===== src/rtl/mem_arbiter_pkg.sv =====
// mem_arbiter_pkg: types and helpers shared by the memory arbiter.
//   state_t  : arbiter FSM states (IDLE, BUS, RESP)
//   owner_t  : which requester currently owns the bus (OWN_F fetch, OWN_L LSU)
//   cnt_width: width of a counter that counts from 0 to max_val-1
package mem_arbiter_pkg;

  typedef enum logic [1:0] {
    IDLE = 2'd0,
    BUS  = 2'd1,
    RESP = 2'd2
  } state_t;

  typedef enum logic {
    OWN_F = 1'b0,
    OWN_L = 1'b1
  } owner_t;

  function automatic int cnt_width(input int max_val);
    return (max_val > 1) ? $clog2(max_val) : 1;
  endfunction

endpackage


===== src/rtl/mem_arb_pick.sv =====
// mem_arb_pick: combinational winner selection between fetch and LSU.
// Build option: MEM_ARB_RR_EN defined -> round-robin on simultaneous requests
// (priority register points at fetch after reset and moves to the other
// port on every grant); undefined -> LSU always wins, no state.
// Ports:
//   i_clk, i_rst_n, i_clk_en : clock, async active-low reset, clock enable
//   i_f_req, i_l_req         : pending requests from fetch / LSU
//   i_grant                  : a grant is being issued this cycle
//   o_pick                   : winning port
module mem_arb_pick
  import mem_arbiter_pkg::*;
(
  input  logic   i_clk,
  input  logic   i_rst_n,
  input  logic   i_clk_en,
  input  logic   i_f_req,
  input  logic   i_l_req,
  input  logic   i_grant,
  output owner_t o_pick
);

`ifdef MEM_ARB_RR_EN
  // Port favoured on the next tie.
  owner_t prio;

  always_comb begin
    o_pick = OWN_F;
    if (i_f_req && i_l_req) begin
      o_pick = prio;
    end else if (i_l_req) begin
      o_pick = OWN_L;
    end
  end

  always_ff @(posedge i_clk or negedge i_rst_n) begin
    if (!i_rst_n) begin
      prio <= OWN_F;
    end else if (i_clk_en && i_grant) begin
      prio <= (o_pick == OWN_F) ? OWN_L : OWN_F;
    end
  end
`else
  always_comb begin
    o_pick = i_l_req ? OWN_L : OWN_F;
  end

  logic unused_pick;
  assign unused_pick = &{1'b0, i_clk, i_rst_n, i_clk_en, i_f_req, i_grant};
`endif

endmodule


===== src/rtl/mem_arbiter.sv =====
// mem_arbiter: shares one single-outstanding bus between an instruction
// fetch port and a load/store port. IDLE -> BUS -> RESP -> IDLE.
// Build option: MEM_ARB_RR_EN selects round-robin arbitration (see mem_arb_pick).
// Parameters: AW address width, DW data width, TIMEOUT bus-wait limit (0 = none).
// Ports:
//   i_clk, i_rst_n, i_clk_en          : clock, async active-low reset, enable
//   i_f_read/i_f_addr                 : fetch read request (level) and address
//   o_f_data/o_f_ack/o_f_err          : fetch read data, done pulse, timeout pulse
//   i_l_read/i_l_write/i_l_addr/
//   i_l_wdata/i_l_wstrb               : LSU request (read+write means write)
//   o_l_data/o_l_ack/o_l_err          : LSU read data, done pulse, timeout pulse
//   o_bus_stb/we/addr/wdata/wstrb     : bus request, held until i_bus_ack
//   i_bus_data/i_bus_ack              : bus response
//   o_busy                            : FSM not in IDLE
module mem_arbiter
  import mem_arbiter_pkg::*;
#(
  parameter int AW      = 32,
  parameter int DW      = 32,
  parameter int TIMEOUT = 255
) (
  input  logic            i_clk,
  input  logic            i_rst_n,
  input  logic            i_clk_en,
  input  logic            i_f_read,
  input  logic [AW-1:0]   i_f_addr,
  output logic [DW-1:0]   o_f_data,
  output logic            o_f_ack,
  output logic            o_f_err,
  input  logic            i_l_read,
  input  logic            i_l_write,
  input  logic [AW-1:0]   i_l_addr,
  input  logic [DW-1:0]   i_l_wdata,
  input  logic [DW/8-1:0] i_l_wstrb,
  output logic [DW-1:0]   o_l_data,
  output logic            o_l_ack,
  output logic            o_l_err,
  output logic            o_bus_stb,
  output logic            o_bus_we,
  output logic [AW-1:0]   o_bus_addr,
  output logic [DW-1:0]   o_bus_wdata,
  output logic [DW/8-1:0] o_bus_wstrb,
  input  logic [DW-1:0]   i_bus_data,
  input  logic            i_bus_ack,
  output logic            o_busy
);

  localparam int CW = cnt_width(TIMEOUT);

  state_t        state, state_d;
  owner_t        owner, pick;
  logic          f_req, l_req, any_req;
  logic          grant, bus_done, tmo_hit;
  logic [CW-1:0] tmo_cnt;

  assign f_req   = i_f_read;
  assign l_req   = i_l_read | i_l_write;
  assign any_req = f_req | l_req;
  // Counter holds 0..TIMEOUT-1, so the last waiting cycle is the one at TIMEOUT-1.
  assign tmo_hit = (TIMEOUT != 0) && (tmo_cnt == CW'(TIMEOUT - 1));
  assign o_busy  = (state != IDLE);

  mem_arb_pick u_pick (
    .i_clk    (i_clk),
    .i_rst_n  (i_rst_n),
    .i_clk_en (i_clk_en),
    .i_f_req  (f_req),
    .i_l_req  (l_req),
    .i_grant  (grant),
    .o_pick   (pick)
  );

  always_ff @(posedge i_clk or negedge i_rst_n) begin
    if (!i_rst_n) begin
      state <= IDLE;
    end else if (i_clk_en) begin
      state <= state_d;
    end
  end

  always_comb begin
    state_d  = state;
    grant    = 1'b0;
    bus_done = 1'b0;
    case (state)
      IDLE: begin
        if (any_req) begin
          grant   = 1'b1;
          state_d = BUS;
        end
      end
      BUS: begin
        // A real ack in the same cycle as the timeout wins.
        if (i_bus_ack || tmo_hit) begin
          bus_done = 1'b1;
          state_d  = RESP;
        end
      end
      RESP:    state_d = IDLE;
      default: state_d = IDLE;
    endcase
  end

  always_ff @(posedge i_clk or negedge i_rst_n) begin
    if (!i_rst_n) begin
      owner       <= OWN_F;
      tmo_cnt     <= '0;
      o_bus_stb   <= 1'b0;
      o_bus_we    <= 1'b0;
      o_bus_addr  <= '0;
      o_bus_wdata <= '0;
      o_bus_wstrb <= '0;
      o_f_data    <= '0;
      o_l_data    <= '0;
      o_f_ack     <= 1'b0;
      o_l_ack     <= 1'b0;
      o_f_err     <= 1'b0;
      o_l_err     <= 1'b0;
    end else if (i_clk_en) begin
      o_f_ack <= 1'b0;
      o_l_ack <= 1'b0;
      o_f_err <= 1'b0;
      o_l_err <= 1'b0;

      if (grant) begin
        owner     <= pick;
        o_bus_stb <= 1'b1;
        if (pick == OWN_L) begin
          o_bus_we    <= i_l_write;
          o_bus_addr  <= i_l_addr;
          o_bus_wdata <= i_l_wdata;
          o_bus_wstrb <= i_l_wstrb;
        end else begin
          o_bus_we    <= 1'b0;
          o_bus_addr  <= i_f_addr;
          o_bus_wdata <= '0;
          o_bus_wstrb <= '0;
        end
      end

      if (bus_done) begin
        o_bus_stb <= 1'b0;
        tmo_cnt   <= '0;
        if (owner == OWN_F) begin
          o_f_ack <= 1'b1;
          o_f_err <= ~i_bus_ack;
          if (i_bus_ack) begin
            o_f_data <= i_bus_data;
          end
        end else begin
          o_l_ack <= 1'b1;
          o_l_err <= ~i_bus_ack;
          // Write completions leave the last read data in place.
          if (i_bus_ack && !o_bus_we) begin
            o_l_data <= i_bus_data;
          end
        end
      end else if (state == BUS && TIMEOUT != 0) begin
        tmo_cnt <= tmo_cnt + 1'b1;
      end
    end
  end

endmodule

===== config.mk =====
export PLATFORM = sky130hd
export DESIGN_NAME = mem_arbiter
export DESIGN_NICKNAME = d
export VERILOG_FILES = /design/src/rtl/mem_arbiter_pkg.sv /design/src/rtl/mem_arb_pick.sv /design/src/rtl/mem_arbiter.sv
export SDC_FILE = /design/constraint.sdc
export NUM_CORES = 1
export LEC_CHECK = 0
export BUFFER_PORTS_ARGS = -buffer_cell sky130_fd_sc_hd__buf_2
export CORE_MARGIN = 2
export CORE_UTILIZATION = 42
export DETAILED_ROUTE_END_ITERATION = 6
export PLACE_DENSITY = 0.87
export SYNTH_ARGS = -nofsm -noshare
export SYNTH_HDL_FRONTEND = slang
export SYNTH_SLANG_ARGS = --single-unit

===== constraint.sdc =====
create_clock -name i_clk -period 1.6 [get_ports i_clk]
set_input_delay 0.24 -clock i_clk [delete_from_list [all_inputs] [get_ports i_clk]]
set_output_delay 0.24 -clock i_clk [all_outputs]
set_load 0.02 [all_outputs]

== Yosys cells after proc, flatten, opt, wreduce, memory -nomap -nowiden ==
Cells that the tools add are included.
Storage, ports and cells
  register bits after elaboration: 149
  bits of input ports: 139
  output and inout port bits: 139
  word-level logic and storage cells: 60
Cells by class
  $add $sub $neg: 1
  equal/unequal tests: 4
  multiplexer cells: 24
  bitwise logic cells: 4
  reduce and logical (&&, ||, !) cells: 13
Operator list (number)
  $mux W32: 2
  $mux W1: 16
  $mux W8: 2
  $add A8 B1 Y8 const B: 1
  $eq A8 B8 Y1 const B: 1
  $reduce_and A4 Y1: 2
  $reduce_and A2 Y1: 3
  $reduce_bool A2 Y1: 3
  $mux W2: 2
  $mux W4: 1
  $ne A2 B2 Y1 const B: 2
  $pmux W2 S2: 1
  $reduce_and A3 Y1: 1
  $eq A2 B1 Y1 const B: 1
  $logic_not A2 Y1: 1
  $not A1 Y1: 2
  $or A1 B1 Y1: 2
  $logic_and A1 B1 Y1: 1
  $logic_not A1 Y1: 1
  $logic_or A1 B1 Y1: 1

== Depth between registers and ports, before layout ==
  depth after elaboration: 6
  depth in mapped cells: 7
  depth with buffers taken out: 5

== By module ==
Synthesis repeated with hierarchy kept, for this count alone.
Second synthesis, totals
  cells, all modules: 518
  area, all modules: 6333.6 sq um
Modules (own cells, without submodules)
  mem_arbiter: times used 1, cells each 517, area each 6326.1 sq um, sequential area each 3728.6 sq um
  mem_arb_pick: times used 1, cells each 1, area each 7.5 sq um, sequential area each 0.0 sq um

== Worst setup path before layout ==
OpenSTA, ideal clock, no wires.
  path kind: reg-to-reg
  start point: register state[1]
  end point: register o_l_data[10]
  library setup time: 0.125 ns
  arrival time: 1.583 ns
  required time: 1.475 ns
  path slack: -0.108 ns
  stages on the path, launching flop included: 7
  path buffers: 2
  clock period less this slack: 1.708 ns
  cell sequence: dfrtp_1 -> and3b_1 -> buf_4 -> nand2_4 -> nor3b_4 -> buf_6 -> mux2_2
Between the ends
  cells in the longest elaborated chain, start to end: 3
RTL lines
  from (decl): RTL line mem_arbiter.sv:50  | state_t state, state_d;
  from (signal assigned): RTL line mem_arbiter.sv:77  | state <= state_d;
  $eq A2 B1 Y1: RTL line mem_arbiter.sv:85  | case (state)
  $mux W1: RTL line mem_arbiter.sv:85
  $reduce_and A4 Y1 (no line)
  to (signal assigned): RTL line mem_arbiter.sv:155  | o_l_data <= i_bus_data;
  to (decl): RTL line mem_arbiter.sv:35  | output logic [DW-1:0] o_l_data,
No other way between the ends.
A chain may end at the register's enable or synchronous reset.

== Worst setup path in the final report ==
  start point: register state[1]
  end point: register o_l_data[23]
The elaborated chain is that of the path after synthesis.

==> reports/results.txt <==
Outcome: finished, violations left
Failing checks: setup timing
GRT overflow: 0
Num ports: 278
Leakage: 4.57 nW
Post-synthesis sequential area ratio: 0.617
Top cell type's share of synthesized area: 0.617
Unique masters post-synth: 37
Hold Crit Class: in -> reg
Fmax: 584 MHz
Synthesized Nets: 687
Row cnt: 43
Finished Layout Cells: 1039
Cells after synthesis: 546
Chip width: 124 µm
PortBufs: 277
CP endpoint kind: flip-flop
Worst hold margin: 0.0449 ns
NumNets Final: 988
Post-detail-place hpwl: 12000 µm
CTS Sinks: 149
Number of max-cap violations: 0
CTS HTree Levels: 4
Final setup margin: -0.113 ns
Syn-to-layout area delta: 44.1%
Slew Viols, Final: 0
Pwr/cell area: 2090 nW/µm²
Crit path time final: 1.71 ns
DR vias/cell: 5.00
Final setup viols: 32
Final GP Congestion: 0.802
Initial Utilization: 0.432
TritonCTS clock tree: done
Worst slew margin: 0.672
CP required: 1.89 ns
1st-iter DRT viols: 226
Post-Syn Area per Cell: 11.1 µm²
First-pass GRT wire length: 24800 µm
Clk buf depth: 2
Setup Skew: 0.00546 ns
Synth area leader: dfrtp_1
Final ANT Viol Nets: 0
Initial antenna violation count: 0
DR WL/cell: 16.7 µm
Clk_lat worst skew: 0.41 ns
Antenna Cells: 0
DRT Pass-1 Iters: 5
CP Max Fanout: 8
Remaining DRCs: 0
Async S/R FF share, synth: 1.00
Finished Core Util: 0.623
Setup TNS: -2.29 ns
Commonest register cell after synthesis: dfrtp_1
Yosys reg bits: 149
Die area: 15400 µm²
CP arrival: 2.00 ns
Synth area leaders: dfrtp_1 62%, mux2_2 11%, nand2_1 8.9%, a31oi_1 3.4%, nand3_1 3.1%
EDFF count, synth: 0
Pwr Total: 18.2 mW
Critical Path Start Type: flip-flop
CTS buffer count: 17
Mapped cell area: 6040 µm²
Fraction of layout cells with a size suffix above 1: 0.482
Tcrit/Tclk final: 1.07
Reg clk slew, reported paths: 0.06 ns
Vias in the first global route: 4983
Critical path type: reg -> reg
All-Layer GR Usage: 0.213
Die Height: 124 µm
Via Count: 5196
Peak VDD IR: 0.000900 V
Placed cell count: 1000
Core Footprint: 14000 µm²
CTS root buffer: clkbuf_16
Slew @ Worst Pin: 0.493 ns
Yosys Warn Count: 0
Maximum number of pins on one net before global-route repair: 47
Endpoints failing hold: 0
DRT Wirelength: 17300 µm
RSZ-0062 raised after global routing: true
Fill count: 1080
## state kept, by name (all words and copies together) (netlist names), 2 cells and up
register     count
o_l_data        32
o_bus_wstrb      4
tmo_cnt          8
o_bus_addr      32
state            2
o_bus_wdata     32
o_f_data        32
## area by class of cell
class	count	area, µm²	share of cell area
clock buffers	19	443	0.0508
repair buffers	316	1860	0.213
inverters	4	15.0	0.00172
multi-input cells	359	2220	0.255
well taps	180	225	0.0259
flip-flops and latches	149	3730	0.428
clock inverters	12	225	0.0259
## placed cells by master (no fill, tap or decap), types with 4 or more instances in the layout
cell | Yosys | final
mux2_2 | 61 | 39
bufinv_16 | 0 | 6
o21ai_0 | 4 | 4
nor2_1 | 41 | 39
mux2_4 | 0 | 22
a31oi_1 | 33 | 33
nand3_1 | 38 | 38
buf_4 | 4 | 24
inv_1 | 4 | 4
a21o_1 | 4 | 4
buf_2 | 11 | 276
nand2_1 | 144 | 144
buf_12 | 0 | 10
clkbuf_16 | 0 | 19
dfrtp_1 | 149 | 149
## routing by layer
metal,track usage,vias up,part of all wire
met3,0.0636,21,0.081
li1,-,2448,-
met1,0.249,2497,0.39
met5,0,-,0
met4,0.0681,0,0.015
met2,0.376,230,0.51
## path summary, 6_finish.rpt
| kind | from | endpoint | slack [ns] | cells past startpoint |
|---|---|---|---|---|
| min in group asynchronous | i_rst_n | o_f_data[31] | 0.30 | 2 |
| hold reg to reg | o_bus_wdata[17] | o_bus_wdata[17] | 0.46 | 2 |
| hold / removal | i_l_wstrb[0] | o_bus_wstrb[0] | 0.04 | 3 |
| max in group asynchronous | i_rst_n | o_f_data[18] | 0.75 | 3 |
| setup reg to reg | state[1] | o_l_data[23] | -0.11 | 6 |
| setup / recovery | state[1] | o_l_data[23] | -0.11 | 6 |
## critical path: stages, from the launching register on
cell	delay [ns]
dfrtp_1	0.37
and3b_2	0.27
nand2_4	0.06
nor3b_4	0.23
buf_6	0.16
clkbuf_16	0.16
mux2_1	0.34
## where the power goes
part | switching [mW] | internal (mW)
clock network | 1.52 | 2.97
logic | 4.34 | 2.91
registers | 0.976 | 5.46
total | 6.84 | 11.3
## stage by stage
| step | setup WS [ns] | area [µm²] |
|---|---|---|
| 2_1_floorplan | -0.101 | 6050 |
| 3_3_place_gp | -0.0139 | 7840 |
| 3_5_place_dp | -0.0439 | 7840 |
| 4_1_cts | -0.0584 | 8590 |
| 5_1_grt | -0.156 | 8710 |
| 6_report | -0.113 | 8710 |
## repair_timing
action,CTS,global route
setup endpoints to repair,33,65
gates cloned,1,2
pin swaps,0,3
hold endpoints to repair,33,0
setup buffers,2,3
hold buffers,1,0
resized for setup,11,19
## cells in the mapped netlist (2+ instances only)
cell and count:
dfrtp_1 149, nand2_1 144, mux2_2 61, nor2_1 41
nand3_1 38, a31oi_1 33, clkbuf_1 12, buf_2 11
a21o_1 4, buf_1 4, buf_4 4, inv_1 4
o21ai_0 4, a22o_1 3, buf_6 3, mux2_1 3
xor2_1 3, a21oi_1 2, and3_1 2, ha_1 2
nand4_1 2, or3_1 2
## logic make-up (layout without fill, tap and decap cells)
family,Yosys count,after routing,synth area share
DFF,149,149,0.617
xor gates and xnor gates,3,3,0.00435
and+or+nand+nor,238,238,0.166
muxes,64,64,0.119
buffers and inverters,38,351,0.0321
adders and majority gates,2,2,0.00414
AOI/OAI and AO/OA,52,52,0.0571
No activity file was read; power rests on OpenSTA's default activity.
